$ cat src/rtl/vga_pkg.sv
// Shared 640x480@60 VGA timing constants and the coordinate/colour types
// used by the raster scanner and its pixel strobe.
package vga_pkg;

   localparam int COLOR_W = 3;
   localparam int COORD_W = 11;

   localparam int VGA_H_ACTIVE = 640;
   localparam int VGA_H_FP     = 16;
   localparam int VGA_H_SYNC   = 96;
   localparam int VGA_H_BP     = 48;
   localparam int VGA_V_ACTIVE = 480;
   localparam int VGA_V_FP     = 10;
   localparam int VGA_V_SYNC   = 2;
   localparam int VGA_V_BP     = 33;
   localparam int VGA_SYNC_ACTIVE = 0;

   localparam int VGA_H_TOTAL  = VGA_H_ACTIVE + VGA_H_FP + VGA_H_SYNC + VGA_H_BP;
   localparam int VGA_V_TOTAL  = VGA_V_ACTIVE + VGA_V_FP + VGA_V_SYNC + VGA_V_BP;
   localparam int VGA_HS_START = VGA_H_ACTIVE + VGA_H_FP;
   localparam int VGA_HS_END   = VGA_HS_START + VGA_H_SYNC;
   localparam int VGA_VS_START = VGA_V_ACTIVE + VGA_V_FP;
   localparam int VGA_VS_END   = VGA_VS_START + VGA_V_SYNC;

   typedef logic [COORD_W-1:0] coord_t;
   typedef logic [COLOR_W-1:0] color_t;

endpackage

$ cat src/rtl/vga_pixel_strobe.sv
// Divides the system clock down to the pixel rate: pix_en is high for one
// clk out of every CLK_DIV (constantly high when CLK_DIV is 1).
module vga_pixel_strobe #(
   parameter int CLK_DIV = 2
) (
   input  logic clk,
   input  logic rst,
   output logic pix_en
);

   localparam logic [1:0] DIV_LAST = 2'(CLK_DIV - 1);

   logic [1:0] div_reg;

   always_ff @(posedge clk or posedge rst) begin
      if (rst) begin
         div_reg <= '0;
      end else if (div_reg == DIV_LAST) begin
         div_reg <= '0;
      end else begin
         div_reg <= div_reg + 2'd1;
      end
   end

   assign pix_en = (div_reg == DIV_LAST);

endmodule

$ cat src/rtl/vga_timing_scanner.sv
// VGA raster generator: scans (x,y) for the renderer and registers its colour
// together with hsync/vsync so every DAC pin lags the coordinate by one pixel.
module vga_timing_scanner
   import vga_pkg::*;
#(
   parameter int CLK_DIV     = 2,
   parameter int H_ACTIVE    = VGA_H_ACTIVE,
   parameter int H_FP        = VGA_H_FP,
   parameter int H_SYNC      = VGA_H_SYNC,
   parameter int H_BP        = VGA_H_BP,
   parameter int V_ACTIVE    = VGA_V_ACTIVE,
   parameter int V_FP        = VGA_V_FP,
   parameter int V_SYNC      = VGA_V_SYNC,
   parameter int V_BP        = VGA_V_BP,
   parameter int SYNC_ACTIVE = VGA_SYNC_ACTIVE
) (
   input  logic               clk,
   input  logic               rst,
   output logic [COORD_W-1:0] x,
   output logic [COORD_W-1:0] y,
   input  logic [COLOR_W-1:0] pix_r,
   input  logic [COLOR_W-1:0] pix_g,
   input  logic [COLOR_W-1:0] pix_b,
   output logic [COLOR_W-1:0] vga_r,
   output logic [COLOR_W-1:0] vga_g,
   output logic [COLOR_W-1:0] vga_b,
   output logic               hsync,
   output logic               vsync,
   output logic               frame_start
);

   localparam int H_TOTAL = H_ACTIVE + H_FP + H_SYNC + H_BP;
   localparam int V_TOTAL = V_ACTIVE + V_FP + V_SYNC + V_BP;

   localparam coord_t H_LAST   = coord_t'(H_TOTAL - 1);
   localparam coord_t V_LAST   = coord_t'(V_TOTAL - 1);
   localparam coord_t H_ACT_C  = coord_t'(H_ACTIVE);
   localparam coord_t V_ACT_C  = coord_t'(V_ACTIVE);
   localparam coord_t HS_START = coord_t'(H_ACTIVE + H_FP);
   localparam coord_t HS_END   = coord_t'(H_ACTIVE + H_FP + H_SYNC);
   localparam coord_t VS_START = coord_t'(V_ACTIVE + V_FP);
   localparam coord_t VS_END   = coord_t'(V_ACTIVE + V_FP + V_SYNC);
   localparam logic   SYNC_LEVEL = (SYNC_ACTIVE != 0);

   logic   pix_en;
   coord_t h_reg;
   coord_t v_reg;
   logic   hsync_reg;
   logic   vsync_reg;
   logic   frame_start_reg;
   logic   line_end;
   logic   frame_end;
   logic   active;
   logic   hs_on;
   logic   vs_on;

   vga_pixel_strobe #(
      .CLK_DIV (CLK_DIV)
   ) u_strobe (
      .clk    (clk),
      .rst    (rst),
      .pix_en (pix_en)
   );

   assign line_end  = (h_reg == H_LAST);
   assign frame_end = line_end && (v_reg == V_LAST);

   always_ff @(posedge clk or posedge rst) begin
      if (rst) begin
         h_reg <= '0;
         v_reg <= '0;
      end else if (pix_en) begin
         h_reg <= line_end ? '0 : h_reg + coord_t'(1);
         if (line_end) begin
            v_reg <= frame_end ? '0 : v_reg + coord_t'(1);
         end
      end
   end

   assign x = h_reg;
   assign y = v_reg;

   // Decoded from the current counters; registered below so they line up with colour.
   assign active = (h_reg < H_ACT_C) && (v_reg < V_ACT_C);
   assign hs_on  = (h_reg >= HS_START) && (h_reg < HS_END);
   assign vs_on  = (v_reg >= VS_START) && (v_reg < VS_END);

   logic [2:0][COLOR_W-1:0] pix_ch;
   logic [2:0][COLOR_W-1:0] rgb_q;

   assign pix_ch = {pix_b, pix_g, pix_r};

   genvar gi;
   generate
      for (gi = 0; gi < 3; gi++) begin : g_chan
         color_t chan_reg;

         always_ff @(posedge clk or posedge rst) begin
            if (rst) begin
               chan_reg <= '0;
            end else if (pix_en) begin
               chan_reg <= active ? pix_ch[gi] : '0;
            end
         end

         assign rgb_q[gi] = chan_reg;
      end
   endgenerate

   always_ff @(posedge clk or posedge rst) begin
      if (rst) begin
         hsync_reg       <= ~SYNC_LEVEL;
         vsync_reg       <= ~SYNC_LEVEL;
         frame_start_reg <= 1'b0;
      end else begin
         frame_start_reg <= pix_en && frame_end;
         if (pix_en) begin
            hsync_reg <= hs_on ? SYNC_LEVEL : ~SYNC_LEVEL;
            vsync_reg <= vs_on ? SYNC_LEVEL : ~SYNC_LEVEL;
         end
      end
   end

   assign vga_r       = rgb_q[0];
   assign vga_g       = rgb_q[1];
   assign vga_b       = rgb_q[2];
   assign hsync       = hsync_reg;
   assign vsync       = vsync_reg;
   assign frame_start = frame_start_reg;

endmodule

$ cat config.mk
export PLATFORM = sky130hd
export DESIGN_NAME = vga_timing_scanner
export DESIGN_NICKNAME = d
export VERILOG_FILES = /design/src/rtl/vga_pkg.sv /design/src/rtl/vga_pixel_strobe.sv /design/src/rtl/vga_timing_scanner.sv
export SDC_FILE = /design/constraint.sdc
export NUM_CORES = 1
export LEC_CHECK = 0
export BUFFER_PORTS_ARGS = -buffer_cell sky130_fd_sc_hd__buf_2
export CORE_ASPECT_RATIO = 0.5
export CORE_MARGIN = 5
export CORE_UTILIZATION = 40
export DETAILED_ROUTE_END_ITERATION = 6
export PLACE_DENSITY_LB_ADDON = 0.15
export SYNTH_ARGS = -nofsm -noshare
export SYNTH_HDL_FRONTEND = slang
export SYNTH_HIERARCHICAL = 1
export SYNTH_SLANG_ARGS = --single-unit
$ cat constraint.sdc
create_clock -name clk -period 2.5 [get_ports clk]
set_input_delay 0.375 -clock clk [delete_from_list [all_inputs] [get_ports clk]]
set_output_delay 0.375 -clock clk [all_outputs]
set_load 0.02 [all_outputs]
# [Yosys cells after proc, flatten, opt, wreduce, memory -nomap -nowiden]
# Cells that the tools add are included.
[word_totals] reg_bits=36 output_inout_bits=34 word_cells=35
[classes] addsub=3 magnitude_cmp=6 n_reduce_logical=6 eq_ne=3 muxes=8
[ops] op="adder 11 x 1 -> 11 bit, second input constant" n=2
[ops] op="equality test 11 x 10 -> 1 bit, second input constant" n=2
[ops] op="less-than comparator 11 x 10 -> 1 bit, second input constant" n=2
[ops] op="less-than comparator 11 x 9 -> 1 bit, second input constant" n=2
[ops] op="2-to-1 mux 11 bit" n=2
[ops] op=">= comparator 11 x 10 -> 1 bit, second input constant" n=1
[ops] op=">= comparator 11 x 9 -> 1 bit, second input constant" n=1
[ops] op="2-to-1 mux 3 bit" n=3
[ops] op="logical AND 1 bit" n=5
[ops] op="adder 2 x 1 -> 2 bit, second input constant" n=1
[ops] op="equality test 2 x 1 -> 1 bit, second input constant" n=1
[ops] op="2-to-1 mux 1 bit" n=2
[ops] op="2-to-1 mux 2 bit" n=1
[ops] op="AND reduction 2 bit" n=1

# [Logic depth before layout (Yosys ltp)]
[depth] ltp_word=3 depth_mapped=8 depth_no_buf=6

# [By module]
# Netlist, hierarchy kept.
[by_module_without_submodules] mod="vga_timing_scanner" area_each_um2=1700.4 n_inst=1 cells_each=171
[by_module_without_submodules] mod="vga_pixel_strobe" area_each_um2=72.6 n_inst=1 cells_each=6

# [Least setup slack after synthesis]
# OpenSTA, ideal clock, no wires.
[synth_timing] path_kind="flip-flop to flip-flop" from="register h_reg[0], in the netlist x[0]" to="register v_reg[7], in the netlist y[7]" path_stages_with_launch=7 n_path_buf=1 setup_slack_ns=0.706 required_time_ns=2.375 t_arrival_ns=1.669 cell_sequence="dfrtp_1 -> ha_1 -> and4_2 -> buf_2 -> nand4_4 -> nor3_1 -> mux2_2"
[synth_via] elab_chain_cells=3
[synth_rtl] item="start: declaration" line_no="vga_timing_scanner.sv:46" source="coord_t h_reg;"
[synth_rtl] item="start signal: assignment" line_no="vga_timing_scanner.sv:73" source="h_reg <= line_end ? '0 : h_reg + coord_t'(1);"
[synth_rtl] item="equality test 11 x 10 -> 1 bit (*)" line_no="vga_timing_scanner.sv:65" source="assign line_end = (h_reg == H_LAST);"
[synth_rtl] item="logical AND 1 bit" line_no="vga_timing_scanner.sv:66" source="assign frame_end = line_end && (v_reg == V_LAST);"
[synth_rtl] item="2-to-1 mux 11 bit" line_no="vga_timing_scanner.sv:75" source="v_reg <= frame_end ? '0 : v_reg + coord_t'(1);"
[synth_rtl] item="end signal: assignment" line_no="vga_timing_scanner.sv:75"
[synth_rtl] item="end: declaration" line_no="vga_timing_scanner.sv:47" source="coord_t v_reg;"
# Every way passes the cells marked *; elsewhere a longest branch is shown, timed or not.
# A chain may end at the register's enable or synchronous reset.

# [Final worst setup path]
# Ends and elaborated chain as after synthesis.

==> metrics <==
status finished, final reports clean; TritonCTS clock tree built; pwr dens roughly 530 nW/um^2; Rows 17; DPL Wire Length ~2.8 mm; Final setup viols 0; Finished Cell Area approximately 2100 sq um; DR vias 1400; FFs w/ async S/R, synth 100%; Cell Area, Placed 2030 sq um; Congestion Overflow GR 0; worst hold margin 298 ps; worst-margin pin slew 867 ps; Synth Warn # 6; crit start category register; setup TNS 0 ps; RSZ-0062 raised after global routing no; drt initial violations 32; wire length per cell 13.4 microns; htree depth 2; antenna-violating nets left 0; post-synthesis cell type with the largest combined area dfrtp_1; DR DRC count 0; Die Area 5940 sq um; FF+latch count, synth 36; die width 104 microns; DRT Wirelength roughly 3.8 mm; fin cells 283; critical path type reg -> reg; Final min period approximately 1900 ps; Synth top area share between 40% and 50%; share of layout cells above drive strength 1 30.5%; Avg Cell Area, Syn 10.0 sq um; Max-cap violations 0; crit-path max FO 13; Max Transition Viols Final 0; cell count after placement 274; largest net degree at the start of global routing 24; Post CTS Setup Buffer Count 0; ys flop type dfrtp_1; Yosys cell types 41; sequential area share after synthesis between 50% and 60%; via/cell ratio 4.95; Worst EP arrival between 2000 and 2500 ps; Die H roughly 57 microns; antenna violations before repair 0; gr usage total about 14%; worst vdd ir 0.247 mV; top cells by count, synth dfrtp_1 (34), nand2_1 (20), inv_1 (18), o21ai_0 (18), nor2_1 (11); Clock Root Buffer clkbuf_8; Post-CTS Resized 0; area grow syn2layout 21.2%; CTS max path bufs 2; most common cell in the netlist dfrtp_1; Hold Fails Final Rpt 0; Final period util around three quarters; first-pass GRT wire length between 6 and 7 mm; Post-Syn Area between 1500 and 2000 sq um; Max Fclk between 500 and 600 MHz; Top Ports 45; Final GP Congestion a little over 0.8; post-synthesis net count 191; Slew HR between 40 and 50%; largest cells by area after synthesis dfrtp_1 (48%), o21ai_0 (5.1%), nand2_1 (4.2%); CP Data Required Time about 2700 ps; Syn Inst Count ~180; Ant. Diodes 0; EDFF count, synth 0; NumNets Final approximately 240; vias in the first global route approximately 1.4k; Hold-fix buffers, CTS 1; I/O Buffers 44; Leak Pwr roughly 1.1 nW; Hold Crit Class in -> reg; CTS buffer count 5; Pre-Repair DR Iteration Count 4; clock sink total 36; clk_skew 4.66 ps; Starting Density 40.9%; endpoint class of the critical path register; register clock-pin slew on the reported worst setup and hold paths 70 ps; core area 4340 sq um; worst skew pair latency around 280 ps
## cells in the final DEF (no fill, tap or decap), drive strengths merged, types with 2 or more instances in the layout
| cell | count |
|---|---|
| nor2 | 11 |
| and2 | 2 |
| nor4 | 5 |
| xor2 | 7 |
| nor4bb | 2 |
| nand3 | 6 |
| nor3 | 6 |
| dfstp | 2 |
| or4 | 2 |
| o21ai | 18 |
| and3 | 4 |
| inv | 18 |
| ha | 3 |
| nand4 | 4 |
| clkbuf | 6 |
| a21oi | 4 |
| dfrtp | 34 |
| nand2 | 20 |
| buf | 47 |
| and4 | 2 |
| xnor2 | 5 |
## worst max-delay path: stages, from the launching register on
cell     delay, ps
dfrtp_1        400
ha_1           180
and4_2         320
nand4_4        240
nor3_1         260
mux2_2         350
## power breakdown
group	switching [W]	internal, W
clock network	0.000200	0.000296
logic	0.0000300	0.0000171
registers	0.00000360	0.000590
## worst paths after layout
kind / start / slack [ps] / depth (start not counted) / end
min in group asynchronous: rst / 480 / 3 / u_strobe/div_reg[0]
max in group asynchronous: rst / 1050 / 4 / vga_b[0]
min: pix_r[1] / 300 / 3 / vga_r[1]
max: x[0] / 630 / 5 / y[7]
min reg2reg: u_strobe/div_reg[0] / 450 / 1 / u_strobe/div_reg[1]
max reg2reg: x[0] / 630 / 5 / y[7]
## area by class of cell
cell class,count,area [sq um]
clock buffers,6,72.6
clock inverters,2,35.0
fillers,430,2190
inverters,18,67.6
multi-input cells,116,747
flip-flops and latches,36,903
well taps,57,71.3
repair buffers,48,253
## routing by layer
| metal | vias to the layer above | track usage, % | wire, microns |
|---|---|---|---|
| met4 | 0 | 5.54 | 48 |
| met3 | 4 | 5.54 | 247 |
| li1 | 698 | - | - |
| met2 | 35 | 20.8 | 1640 |
| met1 | 663 | 18.8 | 1860 |
| met5 | - | 0 | 0 |
## metrics by stage
step / utilization, % / worst slack, ps / total power [W]
6_report: 49.5 / 628 / 0.00114
5_1_grt: 49.5 / 486 / 0.00119
4_1_cts: 49.5 / 604 / 0.00116
3_5_place_dp: 46.8 / 615 / 0.000652
3_3_place_gp: 46.8 / 671 / 0.000651
2_1_floorplan: - / 706 / 0.000629
## kinds of logic (layout without fill, tap and decap cells)
kind of cell | after synthesis | in the layout | synth area share, %
buffers and inverters | 25 | 74 | 6.92
adders and majority gates | 3 | 3 | 2.12
muxes | 2 | 2 | 1.20
DFF | 36 | 36 | 51.0
AOI/OAI and AO/OA | 27 | 27 | 8.33
and+or+nand+nor | 72 | 72 | 24.6
xor gates and xnor gates | 12 | 12 | 5.93
Power figures use the tool's default switching activity.
